File: src/rtl/filtr_mode_ctrl_if.sv
// filtr_mode_ctrl_if: key/vsync inputs and mode outputs of the colour-swap mode controller
interface filtr_mode_ctrl_if;
    logic [1:0] iKEY;
    logic       iVS_N;
    logic [1:0] oButton;
    logic       oPending;
    logic       oMode_change;
    modport master (output iKEY, iVS_N, input oButton, oPending, oMode_change);
    modport slave (input iKEY, iVS_N, output oButton, oPending, oMode_change);
endinterface

File: src/rtl/filtr_mode_ctrl.sv
// filtr_mode_ctrl: debounced pushbuttons select the colour-swap filter mode.
// FILTR_VSYNC_ALIGN_EN defers each mode change to the next vertical-sync falling edge.
module filtr_mode_ctrl #(
    parameter int DEB_MAX = 500000,
    parameter int DEB_W   = 20
) (
    input logic              iCLK,
    input logic              iRST_N,
    filtr_mode_ctrl_if.slave bus
);
    logic [1:0] keyS1, keyS2, deb, debD, evt;
    logic [DEB_W-1:0] cnt [2];
    logic [1:0] button, buttonNx, base, evtMode;
    logic modeChange, chg, anyEvt;

    function automatic logic [1:0] nextMode(input logic [1:0] m);
        return m == 2'b11 ? 2'b00 : m == 2'b00 ? 2'b10 : m == 2'b10 ? 2'b01 : 2'b11;
    endfunction

    always_ff @(posedge iCLK or negedge iRST_N) begin
        if (!iRST_N) begin
            keyS1 <= 2'b11;
            keyS2 <= 2'b11;
            deb   <= 2'b11;
            debD  <= 2'b11;
            for (int i = 0; i < 2; i++) cnt[i] <= '0;
        end else begin
            keyS1 <= bus.iKEY;
            keyS2 <= keyS1;
            debD  <= deb;
            for (int i = 0; i < 2; i++) begin
                if (keyS2[i] == deb[i]) cnt[i] <= '0;
                else if (cnt[i] == DEB_W'(DEB_MAX - 1)) begin
                    cnt[i] <= '0;
                    deb[i] <= ~deb[i];
                end else cnt[i] <= cnt[i] + 1'b1;
            end
        end
    end

    // a press is the debounced 1->0 edge; releases are ignored
    assign evt     = debD & ~deb;
    assign anyEvt  = |evt;
    assign evtMode = evt[1] ? 2'b11 : nextMode(base);

`ifdef FILTR_VSYNC_ALIGN_EN
    typedef enum logic {IDLE, PENDING} state_t;
    state_t state, stateNx;
    logic [1:0] pendMode, pendNx;
    logic vsS1, vsS2, vsD, vsFall;

    always_ff @(posedge iCLK or negedge iRST_N) begin
        if (!iRST_N) begin
            vsS1     <= 1'b1;
            vsS2     <= 1'b1;
            vsD      <= 1'b1;
            state    <= IDLE;
            pendMode <= 2'b11;
        end else begin
            vsS1     <= bus.iVS_N;
            vsS2     <= vsS1;
            vsD      <= vsS2;
            state    <= stateNx;
            pendMode <= pendNx;
        end
    end

    assign vsFall       = vsD & ~vsS2;
    assign base         = state == PENDING ? pendMode : button;
    assign bus.oPending = state == PENDING;

    // an event coinciding with the frame edge is applied at once
    always_comb begin
        stateNx  = state;
        pendNx   = pendMode;
        buttonNx = button;
        chg      = 1'b0;
        if (anyEvt && !vsFall) begin
            stateNx = PENDING;
            pendNx  = evtMode;
        end else if (anyEvt || (state == PENDING && vsFall)) begin
            stateNx  = IDLE;
            pendNx   = anyEvt ? evtMode : pendMode;
            buttonNx = anyEvt ? evtMode : pendMode;
            chg      = 1'b1;
        end
    end
`else
    assign base         = button;
    assign bus.oPending = 1'b0;

    always_comb begin
        buttonNx = anyEvt ? evtMode : button;
        chg      = anyEvt;
    end
`endif

    always_ff @(posedge iCLK or negedge iRST_N) begin
        if (!iRST_N) begin
            button     <= 2'b11;
            modeChange <= 1'b0;
        end else begin
            button     <= buttonNx;
            modeChange <= chg;
        end
    end

    assign bus.oButton      = button;
    assign bus.oMode_change = modeChange;
endmodule

File: src/flat_wrapper.sv
// flat-port wrapper written by rule: the top's interface ports become plain ports
module filtr_mode_ctrl_flat 
#(
    parameter int DEB_MAX = 500000,
    parameter int DEB_W   = 20
)
  (iCLK, iRST_N, bus_iKEY, bus_iVS_N, bus_oButton, bus_oPending, bus_oMode_change);
  filtr_mode_ctrl_if bus_i ();
  input logic iCLK;
  input logic iRST_N;
  input wire logic [$bits(bus_i.iKEY)-1:0] bus_iKEY;
  input wire logic [$bits(bus_i.iVS_N)-1:0] bus_iVS_N;
  output wire logic [$bits(bus_i.oButton)-1:0] bus_oButton;
  output wire logic [$bits(bus_i.oPending)-1:0] bus_oPending;
  output wire logic [$bits(bus_i.oMode_change)-1:0] bus_oMode_change;
  assign bus_i.iKEY = bus_iKEY;
  assign bus_i.iVS_N = bus_iVS_N;
  assign bus_oButton = bus_i.oButton;
  assign bus_oPending = bus_i.oPending;
  assign bus_oMode_change = bus_i.oMode_change;
  filtr_mode_ctrl #(.DEB_MAX(DEB_MAX), .DEB_W(DEB_W)) u_core (.iCLK(iCLK), .iRST_N(iRST_N), .bus(bus_i));
endmodule
File: config.mk
export PLATFORM = sky130hd
export DESIGN_NAME = filtr_mode_ctrl_flat
export DESIGN_NICKNAME = d
export VERILOG_FILES = /design/src/rtl/filtr_mode_ctrl_if.sv /design/src/rtl/filtr_mode_ctrl.sv /design/src/flat_wrapper.sv
export SDC_FILE = /design/constraint.sdc
export NUM_CORES = 1
export LEC_CHECK = 0
export BUFFER_PORTS_ARGS = -buffer_cell sky130_fd_sc_hd__buf_2
export CAP_MARGIN = 40
export CELL_PAD_IN_SITES_DETAIL_PLACEMENT = 0
export CELL_PAD_IN_SITES_GLOBAL_PLACEMENT = 1
export CORE_ASPECT_RATIO = 0.7
export CORE_MARGIN = 4
export CORE_UTILIZATION = 52
export DETAILED_ROUTE_END_ITERATION = 6
export HOLD_SLACK_MARGIN = 0.08
export PLACE_DENSITY = 0.86
export SYNTH_ARGS = -nofsm -noshare
export SYNTH_HDL_FRONTEND = slang
export SYNTH_SLANG_ARGS = --single-unit
File: constraint.sdc
create_clock -name iCLK -period 4.7 [get_ports iCLK]
set_clock_uncertainty 0.1 [all_clocks]
set_input_delay 0 -clock iCLK [delete_from_list [all_inputs] [get_ports iCLK]]
set_output_delay 0 -clock iCLK [all_outputs]
set_load 0.1 [all_outputs]
Word level (Yosys, flattened, before mapping):

Cells that the tools add are included.

* word-level logic and storage cells: 35
* register bits after elaboration: 51
* input bits: 5
* output and inout bits: 4

* reductions and logical operators: 4
* $add $sub $neg: 2
* equality and inequality tests: 6
* muxes and demuxes: 8
* bitwise operators: 6

Operator list (count)
* two-way mux 20 bit: 4
* adder 20 x 1 -> 20 bit, second input constant: 2
* == test 20 x 19 -> 1 bit, second input constant: 2
* two-way mux 2 bit: 4
* == test 2 bit, second input constant: 2
* inverter 1 bit: 4
* AND reduction 2 bit: 2
* bitwise AND 2 bit: 1
* == test 1 bit: 2
* zero test 2 bit: 1
* inverter 2 bit: 1
* OR reduction 2 bit: 1

Longest topological paths before layout:

Gate-level depths: netlist of run 1.

* depth in word-level cells: 5
* depth in mapped cells: 6
* depth with buffers taken out: 5

Least setup slack after synthesis of run 1:

Ideal clock, no wire load.

* path kind: reg-to-reg
* start point: reg u_core.cnt[0] in the netlist's numbering
* end point: reg u_core.deb[1]
* cell stages (with the launch flop): 6
* path slack: 2.860 ns
* period minus slack after synthesis: 1.840 ns
* library setup time: 0.082 ns
* buffers on the path: 0
* required time: 4.518 ns
* arrival time: 1.658 ns
* path through: dfrtp_1 > ha_1 > nand4_2 > or3_1 > nor2_1 > mux2_2

* word-level cells in the longest chain between the ends: 2

Ends and longest elaborated chain
* start, declared: line filtr_mode_ctrl.sv:12 `logic [DEB_W-1:0] cnt [2];`
* start signal, assigned by index: line filtr_mode_ctrl.sv:36 `end else cnt[i] <= cnt[i] + 1'b1;`
* == test 20 x 19 -> 1 bit: line filtr_mode_ctrl.sv:33 `else if (cnt[i] == DEB_W'(DEB_MAX - 1)) begin`
* AND reduction 2 bit (no source line)
* end signal, assigned by index: line filtr_mode_ctrl.sv:35 `deb[i] <= ~deb[i];`
* end, declared: line filtr_mode_ctrl.sv:11 `logic [1:0] keyS1, keyS2, deb, debD, evt;`

No other way between the ends.
A chain may end at the register's enable or synchronous reset.

Worst setup path after layout of run 1:

* start point: reg u_core.cnt[0] in the netlist's numbering
* end point: reg u_core.cnt[3] in the netlist's numbering

* word-level cells in the longest chain between the ends: 3
* elaborated cells on any way between the ends: 4
* those cells by class: add/sub (1); eq/ne (1); mux (2)

Ends and longest elaborated chain
* adder 20 x 1 -> 20 bit or == test 20 x 19 -> 1 bit (tied branches): line filtr_mode_ctrl.sv:36, filtr_mode_ctrl.sv:33
* two-way mux 20 bit *: line filtr_mode_ctrl.sv:33
* two-way mux 20 bit *: line filtr_mode_ctrl.sv:32 `if (keyS2[i] == deb[i]) cnt[i] <= '0;`

Mark *: on every way between the ends. The rest lies on a longest branch, timed or not.

==> results.cfg, run 1 <==
[critical_path]
cp-end-kind = flop
slowest_stage = or3_1
startpoint_type = flop
r2r_slack_ns = 2.54
r2r-start = u_core.cnt[0]
cp.buffers_inverters = 0
crit_family = simple AND/OR/NAND/NOR gates
worst-endpoint-arrival_ns = 2.22
reg2reg_to = u_core.cnt[3]
required_ns = 4.77
path_max_fanout = 17
path_cells = ha_1, nand4_2, or3_1, o21bai_4, nor2_1
cp_slowest_stage_delay_ns = 0.47
path_class = flop to flop
r2r_cells = 5

[die]
io-pin-count = 9
rows = 20
die_y_um = 65.8
die_w_um = 90.5
dieArea_um2 = 5950
core_um2 = 4480
initial_core_util = 0.553

[pwr]
p_clk_frac = 0.422
p_per_area_nw_per_um2 = 307
p_leak_nw = 1.07
ir_worst_vdd_mv = 0.199
power.share.sequential = 0.541
combPwrFrac = 0.037
internal_power_mw = 0.668
swShare = 0.202
switching_power_mw = 0.169

[placement]
dp_hpwl_mm = 3.11
port_buffers = 6
place_ws_ns = 2.56
gp_congestion = 0.791
post_dp_cell_area_um2 = 2560

[synth]
synth_edf_count = 0
synthTopCellsByCount = nor2_1 (43), dfrtp_1 (41), xnor2_1 (26)
syn_inst = 239
synth_nets = 248
ys_ff_latch = 51
synth_ff_type = dfrtp_1
yosysTopAreaCellShare = 0.414
synth_area_um2 = 2480
yosysMostFrequentCell = nor2_1
seq_area_frac_synth = 0.520
yosys_warnings = 0
synth_cell_type_count = 39
synthArstFlopShare = 1.00
synth_area_leaders = dfrtp_1 (41%), dfstp_2 (11%), xnor2_1 (9.2%), nor2_1 (6.5%), nand3_1 (2.4%)
synth_area_leader_cell = dfrtp_1
syn_avg_cell_area_um2 = 10.4

[global_routing]
grt_usage = 0.170
grt.overflow.total = 0
grt_pass1_wl_mm = 8.02
antenna_found_initial = 0
grt_pass1_vias = 1659
grt_max_degree = 52

[cells_and_area]
nNetsFinal = 262
num_antenna_cells = 0
final_layout_size_suffix_gt1_frac = 0.146
fin_area_um2 = 2730
syn_to_final_growth_pct = 10.1

[routing]
drcViolationCount = 0
drt_pass1_iterations = 4
via_count = 1745
drtAntennaViolNets = 0
wl_mm = 4.50
avgViaCountPerCell = 5.65
avgRoutedWirePerCell_um = 14.6
drtIter0Drc = 84

[clocking]
cts_tree = done
cts-root-buf = clkbuf_8
clock_sink_count = 51
htree_levels = 2
cts.clk_slew.worst_paths_ns = 0.09
cts_buffer_depth = 2
numCtsBuffers = 5
clk_latency_ns = 0.29
post-cts-setup-buffer-count = 0

[timing]
slew_headroom = 0.502
fin_tns_setup_ns = 0
finalHoldViolCount = 0
rsz0062_at_grt = false
fin_ws_ns = 2.54
tightest_slew_ns = 0.748
finalMaxSlewViolations = 0
period_share = 0.459
setup_violations = 0
min_period_ns = 2.16
fmax_mhz = 464

[outcome]
status = finished, final reports clean

[job]
cap_viol_max_count = 0

[hold_path]
hold_path.class = input pin to async pin
## repair_timing
item | 4_1_cts | 5_1_grt
gates resized for setup | 0 | 0
endpoints found under the setup margin | 0 | 0
hold buffers | 3 | 0
hold endpoints to repair | 43 | 0
## power by group through the flow
| stage | sequential, mW | clock, mW | combinational (mW) |
|---|---|---|---|
| after floorplan | 0.459 | 0 | 0.0176 |
| after global placement | 0.460 | 0 | 0.0297 |
| after detailed placement | 0.461 | 0 | 0.0299 |
| after CTS | 0.452 | 0.364 | 0.0319 |
| after global routing | 0.454 | 0.380 | 0.0360 |
| final | 0.452 | 0.353 | 0.0307 |
## cells in the final DEF, fill, tap and decap left out, types with 3 or more instances in the layout
master,instances
a21oi_1,7
dfrtp_1,41
or4_1,4
xnor2_1,26
nor2_1,43
ha_1,4
nor3_1,10
nand3_1,12
inv_1,12
nand2_1,12
buf_2,6
xor2_1,5
nor4b_1,3
dlygate4sd3_1,3
dfstp_2,10
o31ai_1,3
nand4_1,8
clkbuf_8,5
nand4_2,3
nor4_1,7
## how the worst max path moves through the flow
stage | start | endpoint | slack [ns] | cells after the start
6_report | u_core.cnt[0] | u_core.cnt[3] | 2.54 | 5
5_1_grt | u_core.cnt[0] | u_core.cnt[11] | 2.35 | 5
4_1_cts | u_core.cnt[0] | u_core.cnt[11] | 2.56 | 5
3_5_place_dp | u_core.cnt[0] | u_core.cnt[11] | 2.56 | 5
3_3_place_gp | u_core.cnt[0] | u_core.cnt[16] | 2.60 | 5
2_1_floorplan | u_core.cnt[0] | u_core.deb[1] | 2.86 | 5
## worst register-to-register path, cell delays in order (launching register included)
cell      delay, ns
dfrtp_1        0.43
ha_1           0.25
nand4_2        0.24
or3_1          0.48
o21bai_4       0.42
nor2_1         0.11
## flip-flops by register name, summed over array words and instances, names as in the netlist
name and flops:
u_core.keyS1 2, u_core.deb 2, u_core.bus.oButton 2, u_core.bus.oMode_change 1
u_core.keyS2 2, u_core.debD 2, u_core.cnt 40
## metrics by stage
| step | hold slack, ns | total power, mW | utilization | std cells |
|---|---|---|---|---|
| 2_1_floorplan | -0.396 | 0.477 | - | 239 |
| 4_1_cts | 0.229 | 0.848 | 0.609 | 309 |
| 3_5_place_dp | 0.00820 | 0.491 | 0.572 | 298 |
| 5_1_grt | 0.238 | 0.870 | 0.609 | 309 |
| 6_report | 0.230 | 0.836 | 0.609 | 309 |
| 3_3_place_gp | 0.00452 | 0.490 | 0.572 | 298 |
## layer usage
layer  global-route usage  part of all wire
met1                0.265              0.55
met2                0.239              0.39
met3               0.0343             0.051
met4               0.0401            0.0031
met5                    0                 0
## cell families after synthesis
kind of cell	synth area share
muxes	0.0131
adders and majority gates	0.0202
and+or+nand+nor	0.261
buffers and inverters	0.0263
AOI/OAI and AO/OA	0.0485
other	0.00151
DFF	0.520
xor gates and xnor gates	0.110
## area by class of cell
cell class,count,area (µm²)
Inverter,12,45.0
Timing Repair Buffer,10,67.6
Clock buffer,6,72.6
Sequential cell,51,1290
Fill cell,394,1750
Tap cell,55,68.8
Clock inverter,2,60.1
Multi-Input combinational cell,173,1120
(Power assumes the default switching activity.)
==> run 2, diff against run 1 <==
CORE_UTILIZATION = 48   (was 52)
PLACE_DENSITY = 0.81   (was 0.86)
clock period = 2.21 ns   (was 4.7 ns; I/O delays follow)
==> run 2 against run 1 <==
Compared with the run above: critical path depth did not move; utilization is 4.3 points lower; global-route usage up 0.19 points; register-to-register slack got worse by 2.2 ns; flip-flop and latch count unchanged; first-iteration DRC count rose by 54%; hold slack lost 0.074 ns; total power is 86% higher; sequential power is 110% higher; largest power group unchanged.
==> results.cfg, run 2 (synthesis results as in run 1) <==
[die]
die_w_um = 93.9
core_um2 = 4890
rows = 21
io-pin-count = 9
initial_core_util = 0.507
die_y_um = 68.1
dieArea_um2 = 6390

[clocking]
numCtsBuffers = 5
cts_tree = done
clk_latency_ns = 0.30
cts_buffer_depth = 2
cts-root-buf = clkbuf_8
post-cts-setup-buffer-count = 0
cts.clk_slew.worst_paths_ns = 0.09
clock_sink_count = 51
htree_levels = 2

[global_routing]
grt.overflow.total = 0
grt_pass1_wl_mm = 8.29
grt_max_degree = 31
grt_usage = 0.171
antenna_found_initial = 0
grt_pass1_vias = 1656

[critical_path]
r2r_slack_ns = 0.32
path_max_fanout = 5
cp.buffers_inverters = 0
cp-end-kind = flop
startpoint_type = flop
cp_slowest_stage_delay_ns = 0.41
r2r_cells = 5
r2r-start = u_core.cnt[0]
required_ns = 2.35
path_cells = ha_1, nand4_2, or3_1, nor2_1, mux2_2
reg2reg_to = u_core.deb[1]
worst-endpoint-arrival_ns = 2.03
crit_family = simple AND/OR/NAND/NOR gates
cp.depth = 5
path_class = flop to flop
slowest_stage = dfrtp_1

[timing]
tightest_slew_ns = 0.663
slew_headroom = 0.558
fin_ws_ns = 0.321
rsz0062_at_grt = false
fin_hold_ws_ns = 0.156
setup_violations = 0
period_share = 0.855
fmax_mhz = 529
fin_tns_setup_ns = 0
min_period_ns = 1.89
finalHoldViolCount = 0
finalMaxSlewViolations = 0

[routing]
drtIter0Drc = 129
avgRoutedWirePerCell_um = 13.8
via_count = 1720
wl_mm = 4.58
drt_pass1_iterations = 4
drtAntennaViolNets = 0
drcViolationCount = 0
avgViaCountPerCell = 5.20

[cells_and_area]
final_layout_size_suffix_gt1_frac = 0.168
layout_commonest_cell = nor2_1
nNetsFinal = 270
final_core_util = 0.566
syn_to_final_growth_pct = 11.6
largest_register_ffs = 40
layout_common_cells = nor2_1 (43), dfrtp_1 (41), xnor2_1 (26)
stdcell_count = 331
top_register = u_core.cnt
num_antenna_cells = 0

[job]
cap_viol_max_count = 0

[pwr]
internal_power_mw = 1.20
power.share.sequential = 0.618
p_clk_frac = 0.335
swShare = 0.231
p_leak_nw = 1.09
switching_power_mw = 0.359
p_per_area_nw_per_um2 = 563
combPwrFrac = 0.048
ir_worst_vdd_mv = 0.302

[hold_path]
hold_path.class = input pin to async pin

[placement]
dp_hpwl_mm = 3.34
place_ws_ns = 0.318
gp_congestion = 0.778
port_buffers = 6
dpl.cell_count = 320

[outcome]
status = finished, final reports clean
## run 2: what timing repair did
item,CTS,global route
hold endpoints to repair,30,0
resized for setup,0,0
hold buffers,3,0
## run 2: cell type report
cell class | instances | area (µm²)
clock buffers | 7 | 76.3
flip-flops and latches | 51 | 1290
well taps | 69 | 86.3
fillers | 429 | 2120
inverters | 12 | 45.0
clock inverters | 1 | 5.00
repair buffers | 18 | 140
multi-input cells | 173 | 1120
## run 2: through the flow
step / instance area (µm²) / total power [mW]
2_1_floorplan: 2480 / 1.01
3_3_place_gp: 2650 / 1.05
3_5_place_dp: 2650 / 1.05
4_1_cts: 2770 / 1.58
5_1_grt: 2770 / 1.64
6_report: 2770 / 1.56
## run 2: power groups by stage
stage	clock (mW)	sequential, mW	combinational (mW)
2_1_floorplan	0	0.977	0.0374
3_3_place_gp	0	0.979	0.0722
3_5_place_dp	0	0.979	0.0727
4_1_cts	0.540	0.962	0.0767
5_1_grt	0.590	0.965	0.0845
6_report	0.521	0.962	0.0742
## run 2: per-layer routing
| metal | wire [µm] | track usage | up-vias |
|---|---|---|---|
| met4 | 84 | 0.0757 | 0 |
| met5 | 0 | 0 | - |
| met1 | 2720 | 0.267 | 816 |
| met2 | 1600 | 0.219 | 27 |
| li1 | - | - | 869 |
| met3 | 174 | 0.0429 | 8 |
## run 2: how the worst max path moves through the flow
stage / from / to / slack, ns
finish: u_core.cnt[0] / u_core.deb[1] / 0.32
global route: u_core.cnt[0] / u_core.cnt[18] / 0.16
CTS: u_core.cnt[0] / u_core.deb[1] / 0.30
detailed placement: u_core.cnt[0] / u_core.deb[1] / 0.32
global placement: u_core.cnt[0] / u_core.deb[1] / 0.33
floorplan: u_core.cnt[0] / u_core.deb[1] / 0.37
